===== config.mk =====
export PLATFORM = sky130hd
export DESIGN_NAME = bitrev_job_ctrl
export DESIGN_NICKNAME = d
export VERILOG_FILES = /design/src/rtl/bitrev_job_ctrl.sv
export SDC_FILE = /design/constraint.sdc
export NUM_CORES = 1
export LEC_CHECK = 0
export BUFFER_PORTS_ARGS = -buffer_cell sky130_fd_sc_hd__buf_4
export CORE_AREA = 4 4 112 114
export CTS_CLUSTER_SIZE = 14
export DETAILED_ROUTE_END_ITERATION = 10
export DIE_AREA = 0 0 116 118
export PLACE_DENSITY = 0.67
export SLEW_MARGIN = 25
export SYNTH_ARGS = -nofsm -noshare
export SYNTH_HDL_FRONTEND = slang
export SYNTH_SLANG_ARGS = --single-unit

===== constraint.sdc =====
create_clock -name clk -period 4.45 [get_ports clk]
set_input_delay 0.89 -clock clk [delete_from_list [all_inputs] [get_ports clk]]
set_output_delay 0.89 -clock clk [all_outputs]
set_load 0.02 [all_outputs]

===== src/rtl/bitrev_job_ctrl.sv =====
// Job sequencer for the bit-reverse subsystem: streams a job's source words
// into the accelerator, starts it, supervises the done wait and reads results back.
module bitrev_job_ctrl #(
    parameter int DATA_W  = 32,
    parameter int LEN_W   = 10,
    parameter int TIMEOUT = 4096
) (
    input  logic              clk,
    input  logic              rst,
    input  logic              job_valid_i,
    input  logic [LEN_W-1:0]  job_len_i,
    output logic              job_ready_o,
    output logic              job_done_o,
    output logic              err_timeout_o,
    output logic              busy_o,
    input  logic [DATA_W-1:0] src_data_i,
    input  logic              src_valid_i,
    output logic              src_ready_o,
    output logic [DATA_W-1:0] res_data_o,
    output logic              res_valid_o,
    input  logic              res_ready_i,
    output logic [DATA_W-1:0] acc_din_o,
    output logic              acc_write_o,
    output logic              acc_start_o,
    output logic              acc_read_o,
    input  logic [DATA_W-1:0] acc_dout_i,
    input  logic              acc_done_i
);
    localparam int            TW   = $clog2(TIMEOUT);
    localparam logic [TW-1:0] TMAX = TW'(TIMEOUT - 1);

    typedef enum logic [2:0] {
        S_IDLE, S_LOAD, S_START, S_WAIT, S_READ, S_RDWAIT, S_DRAIN
    } state_t;

    state_t             state_q, state_d;
    logic [LEN_W-1:0]   len_q, len_d;
    logic [LEN_W-1:0]   cnt_q, cnt_d;
    logic [TW-1:0]      timer_q, timer_d;
    logic               rdw_q, rdw_d;
    logic [DATA_W-1:0]  acc_din_q, acc_din_d;
    logic               acc_write_q, acc_write_d;
    logic               acc_start_q, acc_start_d;
    logic               acc_read_q, acc_read_d;
    logic [DATA_W-1:0]  res_data_q, res_data_d;
    logic               res_valid_q, res_valid_d;
    logic               job_done_q, job_done_d;
    logic               err_q, err_d;

    logic job_acc, src_hs, res_hs, rd_issue, capture, timeout_hit;

    assign job_acc     = job_valid_i & (state_q == S_IDLE);
    assign src_hs      = src_valid_i & (state_q == S_LOAD);
    assign res_hs      = res_valid_q & res_ready_i;
    assign rd_issue    = (state_q == S_READ) & (~res_valid_q | res_ready_i);
    // acc_dout_i lands the cycle after the read pulse, so capture on RD_WAIT's second cycle
    assign capture     = (state_q == S_RDWAIT) & rdw_q;
    assign timeout_hit = (state_q == S_WAIT) & ~acc_done_i & (timer_q == TMAX);

    always_ff @(posedge clk or posedge rst) begin
        if (rst) begin
            state_q     <= S_IDLE;
            len_q       <= '0;
            cnt_q       <= '0;
            timer_q     <= '0;
            rdw_q       <= 1'b0;
            acc_din_q   <= '0;
            acc_write_q <= 1'b0;
            acc_start_q <= 1'b0;
            acc_read_q  <= 1'b0;
            res_data_q  <= '0;
            res_valid_q <= 1'b0;
            job_done_q  <= 1'b0;
            err_q       <= 1'b0;
        end else begin
            state_q     <= state_d;
            len_q       <= len_d;
            cnt_q       <= cnt_d;
            timer_q     <= timer_d;
            rdw_q       <= rdw_d;
            acc_din_q   <= acc_din_d;
            acc_write_q <= acc_write_d;
            acc_start_q <= acc_start_d;
            acc_read_q  <= acc_read_d;
            res_data_q  <= res_data_d;
            res_valid_q <= res_valid_d;
            job_done_q  <= job_done_d;
            err_q       <= err_d;
        end
    end

    always_comb begin
        state_d = state_q;
        len_d   = len_q;
        cnt_d   = cnt_q;
        timer_d = timer_q;
        rdw_d   = 1'b0;
        case (state_q)
            S_IDLE: begin
                if (job_acc && job_len_i != '0) begin
                    len_d   = job_len_i;
                    cnt_d   = '0;
                    state_d = S_LOAD;
                end
            end
            S_LOAD: begin
                if (src_hs) begin
                    cnt_d = cnt_q + LEN_W'(1);
                    if (cnt_q == len_q - LEN_W'(1)) state_d = S_START;
                end
            end
            S_START: begin
                timer_d = '0;
                state_d = S_WAIT;
            end
            S_WAIT: begin
                // done has priority over an expiry in the same cycle
                if (acc_done_i) begin
                    cnt_d   = '0;
                    state_d = S_READ;
                end else if (timer_q == TMAX) begin
                    state_d = S_IDLE;
                end else begin
                    timer_d = timer_q + TW'(1);
                end
            end
            S_READ: begin
                if (rd_issue) state_d = S_RDWAIT;
            end
            S_RDWAIT: begin
                if (!rdw_q) begin
                    rdw_d = 1'b1;
                end else begin
                    cnt_d   = cnt_q + LEN_W'(1);
                    state_d = (cnt_q + LEN_W'(1) == len_q) ? S_DRAIN : S_READ;
                end
            end
            S_DRAIN: begin
                if (!res_valid_q) state_d = S_IDLE;
            end
            default: state_d = S_IDLE;
        endcase
    end

    always_comb begin
        acc_din_d   = src_hs ? src_data_i : acc_din_q;
        acc_write_d = src_hs;
        acc_start_d = (state_q == S_START);
        acc_read_d  = rd_issue;
        res_data_d  = res_data_q;
        res_valid_d = res_valid_q;
        if (capture) begin
            res_data_d  = acc_dout_i;
            res_valid_d = 1'b1;
        end else if (res_hs) begin
            res_valid_d = 1'b0;
        end
        job_done_d = (job_acc && job_len_i == '0) | timeout_hit |
                     ((state_q == S_DRAIN) && !res_valid_q);
        err_d = err_q;
        if (job_acc)     err_d = 1'b0;
        if (timeout_hit) err_d = 1'b1;
    end

    assign job_ready_o   = (state_q == S_IDLE);
    assign busy_o        = (state_q != S_IDLE);
    assign src_ready_o   = (state_q == S_LOAD);
    assign job_done_o    = job_done_q;
    assign err_timeout_o = err_q;
    assign res_data_o    = res_data_q;
    assign res_valid_o   = res_valid_q;
    assign acc_din_o     = acc_din_q;
    assign acc_write_o   = acc_write_q;
    assign acc_start_o   = acc_start_q;
    assign acc_read_o    = acc_read_q;
endmodule

# --- Word level (Yosys, flattened, before mapping) ---
# Index checks and enable logic that the tools add are counted.
totals:
  regBits: 106
  out_inout_bits: 73
classes:
  n_addsub: 3
  eq_ne: 19
  n_mux: 24
  n_bitwise: 12
  reduce_logical: 16
op_table:
  columns: ["op", "count"]
  rows:
  - ["10-bit 2-to-1 mux", 4]
  - ["10-bit one-hot mux with 4 select lines", 1]
  - ["12-bit 2-to-1 mux", 2]
  - ["3-bit 2-to-1 mux", 8]
  - ["12-bit one-hot mux with 2 select lines", 1]
  - ["3-bit one-hot mux with 7 select lines", 1]
  - ["10-bit equality test", 2]
  - ["12-bit by 1-bit adder with 12-bit output, second input constant", 1]
  - ["12-bit equality test, second input constant", 1]
  - ["2-bit != test, second input constant", 6]
  - ["10-bit by 1-bit adder with 10-bit output, second input constant", 1]
  - ["10-bit zero test", 1]
  - ["10-bit nonzero test", 1]
  - ["10-bit by 1-bit subtractor with 10-bit output, second input constant", 1]
  - ["3-bit equality test, second input constant", 3]
  - ["1-bit AND", 7]
  - ["7-bit AND reduction", 1]
  - ["3-bit by 2-bit equality test with 1-bit output, second input constant", 2]
  - ["1-bit 2-to-1 mux", 6]
  - ["2-bit by 1-bit != test with 1-bit output, second input constant", 3]
  - ["2-bit nonzero test", 3]
  - ["5-bit AND reduction", 1]
  - ["4-bit nonzero test", 1]
  - ["3-bit by 1-bit equality test with 1-bit output, second input constant", 1]
  - ["other kinds (10)", 15]

# --- Longest topological paths before layout ---
# Gate-level depths: netlist (run 1).
logic_depth:
  ltp_word: 5
  mapped_depth: 9
  depth_no_buf: 8

# --- Worst setup path after synthesis (run 1) ---
# Ideal clock, no wire load.
synth_path:
  path_kind: "register -> output"
  startpoint: "reg state_q[2]"
  endpoint: "out busy_o"
  t_arrival_ns: 1.492
  t_required_ns: 3.560
  path_slack_ns: 2.068
  path_stages_with_launch: 4
  n_path_buf: 1
  path_cell_list: "dfrtp_1 buf_2 nor3_1 inv_1"
synth_between:
  elab_chain_cells: 1
synth_rtl:
  columns: ["item", "line_no", "source"]
  rows:
  - ["start, declared", "36", "state_t state_q, state_d;"]
  - ["start signal, assigned", "76", "state_q <= state_d;"]
  - ["3-bit nonzero test", "166", "assign busy_o = (state_q != S_IDLE);"]
  - ["end, declared", "15", "output logic busy_o,"]
# No other way between the ends.

# --- Worst setup path after layout (run 1) ---
# Ends and elaborated chain as after synthesis.

==> impl_metrics.env, run 1 <==
export IMPL_status="finished clean"
export IMPL_seq_area_sq_mm=0.00265
export IMPL_crit_fanout=18
export IMPL_ant_nets=0
export IMPL_yosys_area_top_type="dfrtp_1"
export IMPL_worstHoldStart="rdw_q"
export IMPL_grt_pass1_vias=4055
export IMPL_diodes=0
export IMPL_finalInstanceArea_sq_mm=0.00658
export IMPL_vdd_drop_max_mv=0.403
export IMPL_drtIter0Drc=192
export IMPL_period_minus_slack_ns=2.86
export IMPL_ys_flop_type="dfrtp_1"
export IMPL_coreArea_sq_mm=0.0114
export IMPL_synth_seq_cells=106
export IMPL_grt_max_degree=82
export IMPL_ys_async_sr_fraction=1.00
export IMPL_finalMaxSlewViolations=0
export IMPL_clk_path_buf_depth=2
export IMPL_power_leakage_nw=2.96
export IMPL_switching_share=0.380
export IMPL_synth_top_area_share=0.524
export IMPL_rows=39
export IMPL_first_pass_iters=4
export IMPL_post_drt_wl_per_cell_um=16.7
export IMPL_finalSetupViolCount=0
export IMPL_required_ns=3.56
export IMPL_grt_pass1_wl_um=19900
export IMPL_synth_edf_count=0
export IMPL_syn_to_final_growth_pct=30.1
export IMPL_final_hold_violation_count=0
export IMPL_dp_hpwl_um=9080
export IMPL_yosys_top_cells_count="106 x dfrtp_1, 73 x mux2_2, 28 x nor2_1, 24 x nand2_1, 22 x o21ai_0"
export IMPL_dieArea_sq_mm=0.0137
export IMPL_drt_total_wl_um=12100
export IMPL_critical_path_arrival_ns=1.97
export IMPL_hold_buffers=0
export IMPL_internal_power_mw=2.87
export IMPL_start_kind="flip-flop"
export IMPL_die_width_um=116
export IMPL_fin_nets=662
export IMPL_p_per_area_mw_per_mm2=704
export IMPL_dpl_cell_area_sq_mm=0.00628
export IMPL_p_seq_frac=0.370
export IMPL_synth_most_common_cell="dfrtp_1"
export IMPL_switching_power_mw=1.76
export IMPL_critPathKind="flip-flop to output pin"
export IMPL_period_share=0.644
export IMPL_clockRootBuffer="clkbuf_16"
export IMPL_post_cts_repair_setup_buffers=0
export IMPL_avgSynthCellArea_sq_um=11.5
export IMPL_syn_area_sq_mm=0.00506
export IMPL_drv_cap=0
export IMPL_cts_resized=0
export IMPL_pwr_share_clk=0.172
export IMPL_grt_overflow=0
export IMPL_drc=0
export IMPL_fill_cells=981
export IMPL_clk_pin_slew_ns=0.07
export IMPL_grt_usage=0.181
export IMPL_vias_per_cell=5.38
export IMPL_rsz0062_at_grt="no"
export IMPL_syn_inst=439
export IMPL_setup_tns_ns=0
export IMPL_synth_cell_types=50
export IMPL_die_height_um=118
export IMPL_power_frac_comb=0.458
export IMPL_finClkSkew_ns=0.00646
export IMPL_final_layout_size_suffix_gt1_frac=0.438
export IMPL_multi_input_area_sq_mm=0.00225
export IMPL_synth_nets=522
export IMPL_clkSinkCount=106
export IMPL_fmax_mhz=349
export IMPL_crit_path_start="state_q[2]"
export IMPL_ios=153
export IMPL_ys_warn_count=0
export IMPL_maxSlewHeadroom=0.412
export IMPL_htree_num_levels=3
export IMPL_cts_tree="yes"
export IMPL_hold_path_class="flip-flop to flip-flop"
export IMPL_cts_made_buffers=9
export IMPL_cp_end_kind="output pin"
export IMPL_ys_seq_area_frac=0.524
export IMPL_antenna_found_initial=0
export IMPL_synthTopCellsByArea="dfrtp_1 52%, mux2_2 16%, xnor2_1 3.1%"
export IMPL_clock_latency_ns=0.34
export IMPL_worst_pin_slew_ns=0.880
export IMPL_start_util=0.443
export IMPL_place_gp_congestion=0.831
export IMPL_r2r_start="state_q[2]"
export IMPL_io_buffer_count=152
export IMPL_vias=3910
[kinds of logic after synthesis]
logic type | after synthesis | synth area share
adders and majority gates | 3 | 0.00742
muxes | 74 | 0.164
AOI/OAI and AO/OA | 62 | 0.0801
buffers and inverters | 34 | 0.0307
and+or+nand+nor | 132 | 0.145
xor gates and xnor gates | 28 | 0.0485
DFF | 106 | 0.524
[stage by stage]
step | hold slack (ns) | worst slack [ns] | instances | total power [mW] | util
2_1_floorplan | 0.439 | 0.771 | 439 | 3.06 | -
3_3_place_gp | 0.470 | 1.87 | 711 | 3.82 | 0.550
3_5_place_dp | 0.487 | 1.84 | 711 | 3.88 | 0.550
4_1_cts | 0.495 | 1.61 | 727 | 4.69 | 0.576
5_1_grt | 0.507 | 1.41 | 727 | 4.93 | 0.577
6_report | 0.495 | 1.59 | 727 | 4.63 | 0.577
[power groups by stage]
stage	Combinational (mW)	Sequential, mW	Clock (mW)
3_3_place_gp	2.11	1.71	0
6_report	2.12	1.71	0.798
5_1_grt	2.29	1.78	0.864
3_5_place_dp	2.15	1.73	0
4_1_cts	2.15	1.72	0.820
2_1_floorplan	1.07	1.99	0
[final timing paths]
kind | endpoint | slack [ns] | cells past startpoint
min reg2reg | rdw_q | 0.49 | 1
min in group asynchronous | acc_din_o[2] | 0.68 | 2
min | rdw_q | 0.49 | 1
max reg2reg | len_q[5] | 1.81 | 4
max | busy_o | 1.59 | 3
max in group asynchronous | len_q[5] | 2.94 | 3
[routing by layer]
metal,part of all wire,vias to the layer above,global-route usage
met4,0.021,0,0.0602
met3,0.052,17,0.0463
li1,-,1849,-
met2,0.52,113,0.302
met5,0,-,0
met1,0.41,1931,0.226
[registers in the layout, summed over array words and instances, names as in the netlist]
register       cells
acc_din_o         32
res_data_o        32
timer_q           12
cnt_q             10
len_q             10
state_q            3
acc_read_o         1
acc_start_o        1
acc_write_o        1
err_timeout_o      1
job_done_o         1
rdw_q              1
res_valid_o        1
[cells in the final DEF, fill, tap and decap left out, types with 3 or more instances in the layout]
cell type,synthesis,final
nand4_1,8,8
or3_1,3,3
a21oi_1,6,6
a31oi_1,7,7
buf_4,0,156
o21ai_0,22,22
and4_1,3,3
mux2_2,73,73
o31ai_1,5,5
nand2_1,24,24
xnor2_1,18,18
nor4_1,3,3
and3_1,5,5
o2111ai_1,3,3
ha_1,3,3
and2_1,6,6
dfrtp_1,106,106
xor2_1,10,10
nand2b_1,8,8
nor3_1,8,8
nor3b_1,4,4
inv_1,7,6
nor2b_1,4,4
nor2_1,28,28
nand3_1,13,13
nand3b_1,4,4
clkbuf_16,0,9
[cell type report]
class / instances / share of cell area
timing repair buffer: 156 / 0.178
sequential: 106 / 0.403
tap: 143 / 0.0272
clock inverter: 4 / 0.00779
multi-input combinational: 299 / 0.342
inverter: 7 / 0.00475
clock buffer: 12 / 0.0374
[critical path, stage by stage, from the launching register on]
cell,delay (ns)
dfrtp_1,0.57
nor3_1,0.66
inv_1,0.19
buf_4,0.21
No activity file was read; power rests on OpenSTA's default activity.
==> run 2: changes to the inputs <==
==> constraint.sdc (replaced) <==
create_clock -name clk -period 2.7 [get_ports clk]
set_input_delay 0.54 -clock clk [delete_from_list [all_inputs] [get_ports clk]]
set_output_delay 0.54 -clock clk [all_outputs]
set_load 0.02 [all_outputs]
==> run 2 against run 1 <==
Against the previous run: cell count grew 0.41%; utilization grew 0.27 points; count of clock-buffer cells in the layout shrank 1; hold slack lost 0.086 ns.
==> impl_metrics.env, run 2 (synthesis gave the netlist of run 1 again) <==
export IMPL_grt_pass1_vias=3877
export IMPL_status="finished clean"
export IMPL_drv_cap=0
export IMPL_hold_path_class="primary input to asynchronous set/reset pin"
export IMPL_cts_resized=0
export IMPL_antenna_found_initial=0
export IMPL_setup_ws_ns=0.424
export IMPL_switching_power_mw=2.92
export IMPL_fmax_mhz=439
export IMPL_critical_path_arrival_ns=1.74
export IMPL_start_util=0.443
export IMPL_multi_input_area_sq_mm=0.00225
export IMPL_pwr_share_clk=0.172
export IMPL_coreArea_sq_mm=0.0114
export IMPL_place_ws_ns=0.449
export IMPL_p_seq_frac=0.368
export IMPL_clock_latency_ns=0.34
export IMPL_grt_usage=0.173
export IMPL_htree_num_levels=3
export IMPL_post_cts_repair_setup_buffers=0
export IMPL_finalSetupViolCount=0
export IMPL_endpoint="src_ready_o"
export IMPL_p_per_area_mw_per_mm2=1160
export IMPL_clk_pin_slew_ns=0.07
export IMPL_clockRootBuffer="clkbuf_16"
export IMPL_crit_path_start="state_q[1]"
export IMPL_internal_power_mw=4.75
export IMPL_vias_per_cell=5.25
export IMPL_seq_area_sq_mm=0.00265
export IMPL_maxSlewHeadroom=0.424
export IMPL_ant_nets=0
export IMPL_mostFrequentLayoutCell="buf_4"
export IMPL_totalPowerFinal_mw=7.67
export IMPL_rows=39
export IMPL_die_height_um=118
export IMPL_ios=153
export IMPL_grt_overflow=0
export IMPL_finClkSkew_ns=0.00566
export IMPL_dp_hpwl_um=8870
export IMPL_finalMaxSlewViolations=0
export IMPL_fill_cells=981
export IMPL_grt_max_degree=57
export IMPL_cts_tree="yes"
export IMPL_required_ns=2.16
export IMPL_die_width_um=116
export IMPL_clkSinkCount=106
export IMPL_fin_cells=730
export IMPL_first_pass_iters=4
export IMPL_drc=0
export IMPL_ff2ff_path_depth=6
export IMPL_final_layout_size_suffix_gt1_frac=0.441
export IMPL_io_buffer_count=152
export IMPL_vias=3830
export IMPL_mostFrequentLayoutCells="158 x buf_4, 106 x dfrtp_1, 73 x mux2_2, 28 x nor2_1, 24 x nand2_1"
export IMPL_fin_nets=665
export IMPL_final_hold_violation_count=0
export IMPL_syn_to_final_growth_pct=30.7
export IMPL_drt_total_wl_um=11800
export IMPL_post_drt_wl_per_cell_um=16.1
export IMPL_grt_pass1_wl_um=19000
export IMPL_hold_buffers=0
export IMPL_period_minus_slack_ns=2.28
export IMPL_cp_end_kind="output pin"
export IMPL_period_share=0.843
export IMPL_cts_made_buffers=9
export IMPL_power_frac_comb=0.461
export IMPL_drtIter0Drc=149
export IMPL_critPathKind="flip-flop to output pin"
export IMPL_place_inst=714
export IMPL_rsz0062_at_grt="no"
export IMPL_power_leakage_nw=2.97
export IMPL_place_gp_congestion=0.866
export IMPL_vdd_drop_max_mv=0.716
export IMPL_clk_path_buf_depth=2
export IMPL_final_util=0.579
export IMPL_start_kind="flip-flop"
export IMPL_crit_fanout=16
export IMPL_rr_endpoint="state_q[0]"
export IMPL_worst_pin_slew_ns=0.862
export IMPL_r2r_setup_slack_ns=0.43
export IMPL_r2r_start="state_q[1]"
export IMPL_switching_share=0.381
export IMPL_diodes=0
export IMPL_dieArea_sq_mm=0.0137
export IMPL_setup_tns_ns=0
[run 2: layout make-up]
type | count | share of cell area
clock buffer | 11 | 0.0352
clock inverter | 5 | 0.00946
inverter | 7 | 0.00454
multi-input combinational | 299 | 0.340
sequential | 106 | 0.401
tap | 143 | 0.0270
timing repair buffer | 159 | 0.182
[run 2: through the flow]
stage	hold WS, ns	instance area, sq um
floorplan	0.439	5060
global placement	0.476	6320
detailed placement	0.473	6320
CTS	0.395	6620
global route	0.399	6620
finish	0.408	6620
[run 2: worst min-delay path by stage]
| stage | to | slack (ns) | cells after the start |
|---|---|---|---|
| finish | acc_din_o[20] | 0.41 | 3 |
| floorplan | rdw_q | 0.44 | 1 |
| global placement | err_timeout_o | 0.48 | 2 |
| global route | len_q[0] | 0.40 | 3 |
| detailed placement | err_timeout_o | 0.47 | 2 |
| CTS | len_q[0] | 0.40 | 3 |
[run 2: worst max-delay path, stage by stage, from the launching register on]
cell	delay, ns
dfrtp_1	0.62
nand2b_1	0.37
nor2_1	0.07
buf_4	0.17
buf_4	0.15
[run 2: metal layers]
metal	global-route usage	vias up	share of wire
met2	0.293	105	0.53
met4	0.0326	0	0.0076
li1	-	1851	-
met1	0.212	1865	0.40
met3	0.0607	9	0.070
met5	0	-	0
[run 2: power groups by stage]
stage               combinational, mW  sequential, mW  clock, mW
floorplan                        1.76            3.28          0
global placement                 3.52            2.80          0
detailed placement               3.58            2.84          0
CTS                              3.59            2.82       1.37
global route                     3.80            2.92       1.44
finish                           3.53            2.82       1.32
==> run 3: changes to the inputs <==
--- a/config.mk
+++ b/config.mk
@@ -5,6 +5,7 @@
 export SDC_FILE = /design/constraint.sdc
 export NUM_CORES = 1
 export LEC_CHECK = 0
+export ABC_AREA = 1
 export BUFFER_PORTS_ARGS = -buffer_cell sky130_fd_sc_hd__buf_4
 export CORE_AREA = 4 4 112 114
 export CTS_CLUSTER_SIZE = 14
==> constraint.sdc (replaced) <==
create_clock -name clk -period 2.3 [get_ports clk]
set_input_delay 0.46 -clock clk [delete_from_list [all_inputs] [get_ports clk]]
set_output_delay 0.46 -clock clk [all_outputs]
set_load 0.02 [all_outputs]
==> run 3 against run 2 <==
Against the previous run: critical path depth is 11 higher; combinational power increased by 7.1%; setup slack lost 0.092 ns; sequential share of layout area shrank 0.49 points; count of clock-buffer cells in the layout unchanged; first-iteration DRC count up 54%; global-route usage is 3.2 points higher; utilization grew 0.72 points; hold slack worse by 0.22 ns; sequential power up 5%; cell count increased by 24%; via count up 17%; largest power group unchanged.
==> impl_metrics.env, run 3 <==
export IMPL_clk_pin_slew_ns=0.07
export IMPL_fmax_mhz=508
export IMPL_drv_cap=0
export IMPL_first_pass_iters=5
export IMPL_clk_path_buf_depth=2
export IMPL_synth_nets=686
export IMPL_grt_pass1_wl_um=22500
export IMPL_maxSlewHeadroom=0.580
export IMPL_ys_seq_area_frac=0.518
export IMPL_vias=4499
export IMPL_hold_path_class="primary input to asynchronous set/reset pin"
export IMPL_synthTopCellsByArea="dfrtp_1 52%, nand2_1 16%, mux2_2 7.0%"
export IMPL_synth_edf_count=0
export IMPL_rows=39
export IMPL_grt_usage=0.205
export IMPL_dpl_cell_area_sq_mm=0.00643
export IMPL_clockRootBuffer="clkbuf_16"
export IMPL_start_util=0.448
export IMPL_io_buffer_count=152
export IMPL_critical_path_arrival_ns=2.21
export IMPL_fill_cells=1047
export IMPL_period_share=0.856
export IMPL_hold_buffers=0
export IMPL_place_gp_congestion=0.917
export IMPL_finalMaxSlewViolations=0
export IMPL_rr_endpoint="state_q[2]"
export IMPL_antenna_found_initial=0
export IMPL_diodes=0
export IMPL_drc=0
export IMPL_cp_end_kind="flip-flop"
export IMPL_rsz0062_at_grt="no"
export IMPL_finalSetupViolCount=0
export IMPL_syn_inst=603
export IMPL_final_layout_size_suffix_gt1_frac=0.302
export IMPL_yosys_top_cells_count="213 x nand2_1, 106 x dfrtp_1, 63 x inv_1, 42 x nand3_1, 32 x mux2_2"
export IMPL_post_cts_repair_setup_buffers=0
export IMPL_final_hold_violation_count=0
export IMPL_die_height_um=118
export IMPL_mostFrequentLayoutCells="213 x nand2_1, 156 x buf_4, 106 x dfrtp_1, 62 x inv_1, 42 x nand3_1"
export IMPL_ios=153
export IMPL_finClkSkew_ns=0.00754
export IMPL_mostFrequentLayoutCell="nand2_1"
export IMPL_place_inst=889
export IMPL_final_util=0.587
export IMPL_dp_hpwl_um=10500
export IMPL_dieArea_sq_mm=0.0137
export IMPL_setup_tns_ns=0
export IMPL_required_ns=2.54
export IMPL_grt_max_degree=43
export IMPL_ff2ff_path_depth=15
export IMPL_vias_per_cell=4.97
export IMPL_period_minus_slack_ns=1.97
export IMPL_clkSinkCount=106
export IMPL_cts_resized=0
export IMPL_grt_overflow=0
export IMPL_crit_fanout=5
export IMPL_post_drt_wl_per_cell_um=15.0
export IMPL_start_kind="flip-flop"
export IMPL_worst_pin_slew_ns=0.628
export IMPL_yosys_area_top_type="dfrtp_1"
export IMPL_htree_num_levels=3
export IMPL_synth_top_area_share=0.518
export IMPL_r2r_setup_slack_ns=0.33
export IMPL_totalPowerFinal_mw=8.17
export IMPL_coreArea_sq_mm=0.0114
export IMPL_ys_warn_count=0
export IMPL_syn_to_final_growth_pct=30.8
export IMPL_finalInstanceArea_sq_mm=0.00670
export IMPL_power_leakage_nw=3.49
export IMPL_status="finished clean"
export IMPL_synth_seq_cells=106
export IMPL_clock_latency_ns=0.35
export IMPL_synth_most_common_cell="nand2_1"
export IMPL_fin_cells=905
export IMPL_p_per_area_mw_per_mm2=1220
export IMPL_syn_area_sq_mm=0.00512
export IMPL_grt_pass1_vias=4650
export IMPL_ant_nets=0
export IMPL_drt_total_wl_um=13500
export IMPL_drtIter0Drc=229
export IMPL_cts_tree="yes"
export IMPL_synth_cell_types=35
export IMPL_fin_nets=840
export IMPL_vdd_drop_max_mv=0.806
export IMPL_avgSynthCellArea_sq_um=8.49
export IMPL_die_width_um=116
export IMPL_cts_made_buffers=9
export IMPL_critPathKind="flip-flop to flip-flop"
export IMPL_ys_async_sr_fraction=1.00
export IMPL_r2r_start="len_q[0]"
export IMPL_ys_flop_type="dfrtp_1"
run 3: cell count changes in the layout (fill, tap and decap cells not counted), moves of 7 or more:
cell / previous run / this run
inv_1: 6 / 62
xnor2_1: 18 / 1
nand2b_1: 8 / 0
nand3_1: 13 / 42
mux2_2: 73 / 32
o22ai_1: 0 / 7
nand2_1: 24 / 213
run 3: cells by family after synthesis:
kind of cell | Yosys count | synth area share
adder cells (fa/ha/maj) | 3 | 0.00733
AO/OA/AOI/OAI | 50 | 0.0545
multiplexers | 32 | 0.0704
flip-flops | 106 | 0.518
buffers and inverters | 83 | 0.0672
XOR/XNOR | 7 | 0.0120
AND/OR/NAND/NOR | 322 | 0.271
run 3: stage by stage:
stage / worst slack, ns / hold WS, ns
after floorplan: 0.566 / 0.464
after global placement: 0.336 / 0.456
after detailed placement: 0.351 / 0.464
after CTS: 0.324 / 0.203
after global routing: 0.132 / 0.225
final: 0.332 / 0.190
run 3: worst max path at each step:
stage / start / endpoint / slack (ns) / cells after the start
after floorplan: rst / acc_din_o[0] / 0.57 / 1
after global placement: job_len_i[5] / cnt_q[2] / 0.34 / 10
after detailed placement: job_len_i[6] / cnt_q[2] / 0.35 / 10
after CTS: state_q[0] / src_ready_o / 0.32 / 5
after global routing: len_q[0] / state_q[2] / 0.13 / 15
final: len_q[0] / state_q[2] / 0.33 / 15
run 3: where the power goes:
group          switching, mW  total, mW  internal, mW
logic                   2.29       3.78          1.48
clock network          0.694       1.44         0.744
registers              0.470       2.95          2.48
total                   3.45       8.17          4.71
run 3: cell type report:
cell class	count	area [sq um]	share of cell area
multi-input combinational	414	2120	0.317
inverter	68	260	0.0389
tap	143	179	0.0267
clock buffer	11	233	0.0347
timing repair buffer	158	1210	0.181
sequential	106	2650	0.396
clock inverter	5	38.8	0.00579
run 3: worst max-delay path, cell delays in order, from the launching register on:
cell and delay [ns]:
dfrtp_1 0.42, inv_1 0.14, ha_1 0.23, nand3_1 0.19
inv_1 0.12, nand2_1 0.06, nand2_1 0.06, nand2_1 0.04
inv_1 0.05, nand2_1 0.05, nor2_1 0.08, nand3_1 0.11
nand2_1 0.12, nand2_1 0.08, nand2_1 0.06, nand2_1 0.05
run 3: layer usage:
layer | track usage | share of wire | vias to the layer above
li1 | - | - | 2214
met4 | 0.0435 | 0.0087 | 0
met3 | 0.0925 | 0.095 | 11
met5 | 0 | 0 | -
met2 | 0.341 | 0.50 | 147
met1 | 0.243 | 0.40 | 2127
